`config.mk`:
```
export PLATFORM = sky130hd
export DESIGN_NAME = fpdiv_iter_execute
export DESIGN_NICKNAME = d
export VERILOG_FILES = /design/src/rtl/fpdiv_iter_execute.sv
export SDC_FILE = /design/constraint.sdc
export NUM_CORES = 1
export LEC_CHECK = 0
export ABC_AREA = 1
export BUFFER_PORTS_ARGS = -buffer_cell sky130_fd_sc_hd__buf_2
export CORE_MARGIN = 8
export CORE_UTILIZATION = 35
export CTS_BUF_LIST = sky130_fd_sc_hd__clkbuf_4 sky130_fd_sc_hd__clkbuf_8 sky130_fd_sc_hd__clkbuf_16
export CTS_CLUSTER_SIZE = 40
export DETAILED_ROUTE_END_ITERATION = 10
export PLACE_DENSITY_LB_ADDON = 0.1
export RECOVER_POWER = 100
export SLEW_MARGIN = 20
export SYNTH_ARGS = -nofsm -noshare
export SYNTH_HDL_FRONTEND = slang
export SYNTH_SLANG_ARGS = --single-unit
export TNS_END_PERCENT = 20
```
`constraint.sdc`:
```
create_clock -name clk -period 2.7 [get_ports clk]
set_clock_uncertainty 0.05 [all_clocks]
set_input_delay 0 -clock clk [delete_from_list [all_inputs] [get_ports clk]]
set_output_delay 0 -clock clk [all_outputs]
set_load 0.02 [all_outputs]
```
`src/rtl/fpdiv_iter_execute.sv`:
```
// rtl/fpdiv_iter_execute.sv - restoring mantissa divider, one quotient bit per cycle
// Optional feature macro: FPDIV_DIV0_DETECT_EN (early divide-by-zero exit with dz flag)
module fpdiv_iter_execute #(
   parameter int MW = 24
) (
   input  logic          clk,
   input  logic          rst,
   input  logic          in_valid,
   output logic          in_ready,
   input  logic [MW-1:0] Ma,
   input  logic [MW-1:0] Mb,
   output logic          out_valid,
   input  logic          out_ready,
   output logic [MW+1:0] Mq,
   output logic          sticky,
   output logic          dz
);

   localparam int CW = $clog2(MW + 2);

   typedef enum logic [1:0] {IDLE, RUN, DONE} state_t;

   state_t          r_state;
   logic [MW-1:0]   r_b;
   logic [MW:0]     r_r;
   logic [CW-1:0]   r_cnt;
   logic [MW+1:0]   r_q;
   logic            r_sticky;
   logic            r_dz;
   logic            r_in_ready;
   logic            r_out_valid;

   logic            w_accept;
   logic            w_ge;
   logic [MW:0]     w_r_sub;
   logic [MW:0]     w_r_next;
   logic            w_last;
   logic            w_div0;
   logic            w_acc_dz;

   assign w_accept = in_valid && r_in_ready;

   // Restoring step: subtract the divisor when it fits, then shift left.
   // R stays below 2*Mb, so MW+1 bits never overflow for normalized divisors.
   assign w_ge     = (r_r >= {1'b0, r_b});
   assign w_r_sub  = w_ge ? (r_r - {1'b0, r_b}) : r_r;
   assign w_r_next = {w_r_sub[MW-1:0], 1'b0};
   assign w_last   = (r_cnt == '0);

`ifdef FPDIV_DIV0_DETECT_EN
   assign w_acc_dz = (Mb == '0);
   assign w_div0   = r_dz;
`else
   assign w_acc_dz = 1'b0;
   assign w_div0   = 1'b0;
`endif

   // Control FSM plus datapath registers; all outputs come straight from flops.
   always_ff @(posedge clk) begin
      if (rst) begin
         r_state     <= IDLE;
         r_b         <= '0;
         r_r         <= '0;
         r_cnt       <= '0;
         r_q         <= '0;
         r_sticky    <= 1'b0;
         r_dz        <= 1'b0;
         r_in_ready  <= 1'b1;
         r_out_valid <= 1'b0;
      end else begin
         case (r_state)
            IDLE: begin
               if (w_accept) begin
                  r_b        <= Mb;
                  r_r        <= {1'b0, Ma};
                  r_q        <= '0;
                  r_sticky   <= 1'b0;
                  r_dz       <= w_acc_dz;
                  r_cnt      <= w_acc_dz ? '0 : CW'(MW + 1);
                  r_in_ready <= 1'b0;
                  r_state    <= RUN;
               end
            end
            RUN: begin
               if (w_div0) begin
                  // Zero divisor short-circuits to the saturated quotient.
                  r_q         <= '1;
                  r_r         <= '0;
                  r_sticky    <= 1'b0;
                  r_out_valid <= 1'b1;
                  r_state     <= DONE;
               end else begin
                  // Quotient bits arrive MSB first, so shifting them in lands
                  // each one at bit position r_cnt.
                  r_q <= {r_q[MW:0], w_ge};
                  r_r <= w_r_next;
                  if (w_last) begin
                     r_sticky    <= (w_r_next != '0);
                     r_out_valid <= 1'b1;
                     r_state     <= DONE;
                  end else begin
                     r_cnt <= r_cnt - CW'(1);
                  end
               end
            end
            DONE: begin
               if (out_ready) begin
                  r_out_valid <= 1'b0;
                  r_in_ready  <= 1'b1;
                  r_state     <= IDLE;
               end
            end
            default: begin
               r_state     <= IDLE;
               r_in_ready  <= 1'b1;
               r_out_valid <= 1'b0;
            end
         endcase
      end
   end

   assign in_ready  = r_in_ready;
   assign out_valid = r_out_valid;
   assign Mq        = r_q;
   assign sticky    = r_sticky;
   assign dz        = r_dz;

endmodule

```
### Yosys cells after proc, flatten, opt, wreduce, memory -nomap -nowiden

Index checks and enable logic that the tools add are counted.

* output and inout port bits: 30
* bits in registers: 85
* input bits: 52
* logic and storage cells: 51

* bitwise gates (word level): 2
* equality and inequality tests: 6
* $lt $le $gt $ge: 1
* add/subtract/negate cells: 2
* mux-type cells: 20
* reductions and logical operators: 12

Operator list (number)
* 26-bit case mux with 2 select lines: 1
* 25-bit case mux with 2 select lines: 1
* 26-bit 2-to-1 mux: 1
* 25-bit by 24-bit >= comparator with 1-bit output: 1
* 25-bit 2-to-1 mux: 1
* 25-bit nonzero test: 1
* 24-bit 2-to-1 mux: 1
* 24-bit subtractor: 1
* 3-bit AND reduction: 5
* 5-bit 2-to-1 mux: 2
* 5-bit case mux with 2 select lines: 1
* 2-bit != test (second input constant): 4
* 2-bit 2-to-1 mux: 3
* 1-bit case mux with 3 select lines: 2
* 2-bit case mux with 3 select lines: 1
* 5-bit zero test: 1
* 1-bit 2-to-1 mux: 5
* 5-bit by 1-bit subtractor with 5-bit output (second input constant): 1
* 2-bit AND reduction: 2
* 2-bit by 1-bit == test with 1-bit output (second input constant): 1
* 2-bit == test (second input constant): 1
* 2-bit zero test: 1
* 1-bit NOT: 2
* 1-bit case mux with 2 select lines: 1
* 2 further kinds: 2

### Longest topological paths before layout

* depth after elaboration: 5
* depth in mapped cells: 20
* gate-level depth less buffers: 20

### Least setup slack after synthesis

OpenSTA, ideal clock, no wires.

* path type: register -> register
* start: register r_b[20]
* end: register r_sticky, in the netlist sticky
* clock period less this slack: 2.174 ns
* data arrival time: 2.012 ns
* path slack: 0.526 ns
* setup time: 0.111 ns
* cell stages (with the launch flop): 19
* data required time: 2.539 ns
* buffers on the path: 1
* path through: dfxtp_1 inv_1 ha_1 nand2_1 inv_2 nand2_1 nand2_1 nand2_1 nand2_1 nor2_4 nand3_4 buf_6 or2_1 nand2_1 nand2_1 nor2_1 nand3_1 nor2_1 nor2_1

* cells in the longest elaborated chain, start to end: 5
* elaborated cells on any way between the ends: 6
* those cells by class: add/sub (1); order compare (1); mux (3); reduce/logical (1)

RTL lines
* from (decl): RTL line 24 `logic [MW-1:0] r_b;`
* from (signal assigned): RTL line 74 `r_b <= Mb;`
* 24-bit subtractor or 25-bit by 24-bit >= comparator with 1-bit output (tied branches): RTL line 46, 45
* 24-bit 2-to-1 mux (*): RTL line 46 `assign w_r_sub = w_ge ? (r_r - {1'b0, r_b}) : r_r;`
* 25-bit nonzero test (*): RTL line 98 `r_sticky <= (w_r_next != '0);`
* 1-bit 2-to-1 mux (*): RTL line 97 `if (w_last) begin`
* 1-bit case mux with 2 select lines (*): RTL line 71 `case (r_state)`
* to (signal assigned): RTL line 98
* to (decl): RTL line 28 `logic r_sticky;`

Mark *: on every way between the ends. The rest lies on a longest branch, timed or not. The select of a mux whose other input is x is not followed.
A chain may end at the register's enable or synchronous reset.

### Worst setup path after layout

* start: register r_b[17]
* end: register r_sticky, in the netlist sticky

Same word-level chain as after synthesis.

==> results.ini <==
[run_status]
run_status=finished clean

[critical_path]
timing.critical_path.max_delay_family=simple AND/OR/NAND/NOR gates
maximum_cell_stage_delay_along_the_critical_path_ps=310
worstSetupEndpointType=flip-flop
critPathMaxFanout=7
critical_path.startpoint=r_b[17]
critical_path_arrival_ps=2710
path_cells=inv_1 -> ha_1 -> nand2_1 -> inv_2 -> nand2_1 -> nor2_1 -> nand2_1 -> nor2_2 -> nor2_4 -> nand3_4 -> buf_4 -> or2_1 -> nand2_1 -> nand2_1 -> nor2_1 -> nand3_1 -> nor2_1 -> nor2_1
critical_path.most_common_cell=sky130_fd_sc_hd__nand2_1
worstPathBufferInverterCount=3
cpMaxStageDelayCell=sky130_fd_sc_hd__dfxtp_1
worst_r2r_startpoint=r_b[17]
required_time_reported_for_the_critical_path_endpoint_ps=2900
startpoint_type=flip-flop
crit_type=flip-flop to flip-flop

[routing]
drcViolationCount=0
routed_via_count=5597
drt_iter0_drc=284
wl_per_cell_um=14.2
drtAntennaViolNets=0
viasPerCell=4.70
drtPass1Iterations=5
postRouteWirelength_um=16900

[floorplanning]
chipWidth_um=139
io_pins=82
core_area_sq_mm=0.0146
floorplan.initialDensity_pct=36.0
die_h_um=139
floorplan.die_area_sq_mm=0.0192
rows=44

[grt]
antenna_found_initial=0
grt_start_max_net_pins=58
grt_remaining_overflow=0
grt.total_usage_pct=17.2
grt_pass1_vias=5426
grt_pass1_wl_um=27500

[sta]
final_period_minus_worst_setup_slack_ps=2500
worstMarginPinSlew_ps=912
fmax_mhz=399
worst_slew_slack_as_a_fraction_of_its_limit_pct=39.1
layout_setup_ws_ps=196
setup_total_negative_slack_ps=0
finalSetupViolCount=0
layout_worst_path_cycle_share_pct=92.8
worst_hold_margin_ps=28.2
maxSlewViolCount=0
timing.final.hold_violations=0

[clock_tree]
cts_num_sinks=85
cts_tree=done
clk_latency_ps=350
clock_tree.buffer_depth=2
cts.repair_timing.setup_buffer_count=0
worst_setup_hold_path_clk_slew_ps=70
cts.htree.levels=3
tritoncts.num_buffers=9
cts.root.buffer_cell=sky130_fd_sc_hd__clkbuf_16

[pwr]
power.static_leakage_nw=3.31
power_mw=7.69
max-vdd-ir-drop_mv=0.487
power_density_mw_per_mm2=1090

[layout]
drive_gt1_share_pct=15.8
finalInstanceArea_sq_mm=0.00703
fill_cells=1554
total_inserted_antenna_cells=0
fin_util_pct=48.2
final_cell_count_no_fill=1190
area_delta_synth_final_pct=33.8
final_net_count=1080

[synthesis]
synth.net_count=920
synthMostInstantiatedCell=sky130_fd_sc_hd__nand2_1
netlist_top_cells_area=sky130_fd_sc_hd__dfxtp_1 32%, sky130_fd_sc_hd__nand2_1 22%, sky130_fd_sc_hd__inv_1 7.1%
synth_commonest_cells=302 x sky130_fd_sc_hd__nand2_1, 99 x sky130_fd_sc_hd__inv_1, 85 x sky130_fd_sc_hd__dfxtp_1
yosys_reg_bits=85
synth_ff_type=sky130_fd_sc_hd__dfxtp_1
yosys_warn_count=0
synth_async_sr_flop_share_pct=0
average_cell_area_after_synthesis_sq_um=6.25
synth_edf_count=0
number_of_instances_in_the_synthesized_netlist=841
yosys.area.top_type=sky130_fd_sc_hd__dfxtp_1
post_synth_instance_area_sq_mm=0.00525
share_of_the_synthesized_area_in_the_top_cell_type_pct=32.4
synth-seq-area-share_pct=32.4
synthDistinctLibCells=35

[place]
placed_cells_incl_taps=1126
dpl_cell_area_sq_mm=0.00616
gp_congestion=0.867
pre_cts_slack_ps=-21.5
post_detail_place_hpwl_um=12300
buffer_ports.inserted=80

[flow_run]
max_cap_violations=0

[hold_path]
holdCritPathClass=primary input to flip-flop
timing.hold.worst.start=Ma[6]

[cells by family after synthesis]
kind of cell,synth area share [%]
AND/OR/NAND/NOR,34.2
AO/OA/AOI/OAI,14.7
buffers and inverters,10.3
flip-flops,32.4
adder cells (fa/ha/maj),6.57
XOR/XNOR,1.67
other,0.0714
[flip-flops by register name, indices dropped and copies added (netlist names)]
name       cells
Mq            26
r_state        2
out_valid      1
r_cnt          5
in_ready       1
r_b           24
r_r           25
sticky         1
[timing repair]
| item | 4_1_cts | 5_1_grt |
|---|---|---|
| gates cloned | 1 | 1 |
| hold buffers | 46 | 0 |
| gates resized for setup | 0 | 27 |
| endpoints found under the hold margin | 47 | 0 |
| pin swaps | 0 | 4 |
| endpoints found under the setup margin | 1 | 1 |
[power by group]
group          leakage, nW  total, mW  switching (mW)  internal, mW
Sequential           0.696       1.56           0.117          1.45
Clock                0.145       1.23           0.586         0.648
Combinational         2.47       4.90            3.01          1.89
Total                 3.31       7.69            3.71          3.98
[area by class of cell]
type	instances	area (sq um)	share of cell area, %
clock buffer	9	225	3.20
clock inverter	7	67.6	0.961
inverter	104	390	5.55
multi-input combinational	620	3180	45.2
sequential	85	1700	24.2
tap	184	230	3.27
timing repair buffer	181	1240	17.6
[worst register-to-register path: cells and delay by family (launching register included)]
kind | cells | cell delay [ps]
adders and majority gates | 1 | 310
DFF | 1 | 310
and+or+nand+nor | 14 | 1470
buffers and inverters | 3 | 290
[cell usage in the layout, fill, tap and decap left out, types with 2 or more instances in the layout]
master,n
sky130_fd_sc_hd__o21ai_0,38
sky130_fd_sc_hd__buf_4,51
sky130_fd_sc_hd__and2_1,3
sky130_fd_sc_hd__nand3b_1,3
sky130_fd_sc_hd__nand2_1,298
sky130_fd_sc_hd__ha_4,6
sky130_fd_sc_hd__nor2_1,53
sky130_fd_sc_hd__nor4_1,2
sky130_fd_sc_hd__dlygate4sd3_1,46
sky130_fd_sc_hd__nor2_2,7
sky130_fd_sc_hd__nand2_2,5
sky130_fd_sc_hd__buf_6,2
sky130_fd_sc_hd__dfxtp_1,85
sky130_fd_sc_hd__ha_2,2
sky130_fd_sc_hd__clkbuf_2,2
sky130_fd_sc_hd__ha_1,18
sky130_fd_sc_hd__inv_6,3
sky130_fd_sc_hd__clkbuf_16,9
sky130_fd_sc_hd__nor2_4,3
sky130_fd_sc_hd__nand3_1,34
sky130_fd_sc_hd__nor3_1,5
sky130_fd_sc_hd__a31oi_1,24
sky130_fd_sc_hd__buf_2,51
sky130_fd_sc_hd__nand3_4,2
sky130_fd_sc_hd__or2_1,3
sky130_fd_sc_hd__nand3_2,2
sky130_fd_sc_hd__a21oi_2,3
sky130_fd_sc_hd__inv_2,4
sky130_fd_sc_hd__a21oi_1,70
sky130_fd_sc_hd__clkbuf_1,29
sky130_fd_sc_hd__inv_1,99
sky130_fd_sc_hd__xor2_1,10
sky130_fd_sc_hd__nand2_4,2
sky130_fd_sc_hd__o21bai_1,6
sky130_fd_sc_hd__nand4_1,15
[layer usage]
layer	routed length, um	track usage [%]
met5	0	0
met4	231	5.15
met3	570	3.63
met2	7660	28.0
met1	8440	22.3
[path summary, 6_finish.rpt]
path / cells after the start / end / slack (ps)
hold reg to reg: 2 / r_b[7] / 410
setup reg to reg: 18 / sticky / 200
hold / removal: 5 / r_r[6] / 30
setup / recovery: 18 / sticky / 200
Note: power is estimated with default switching activity, not from simulation.
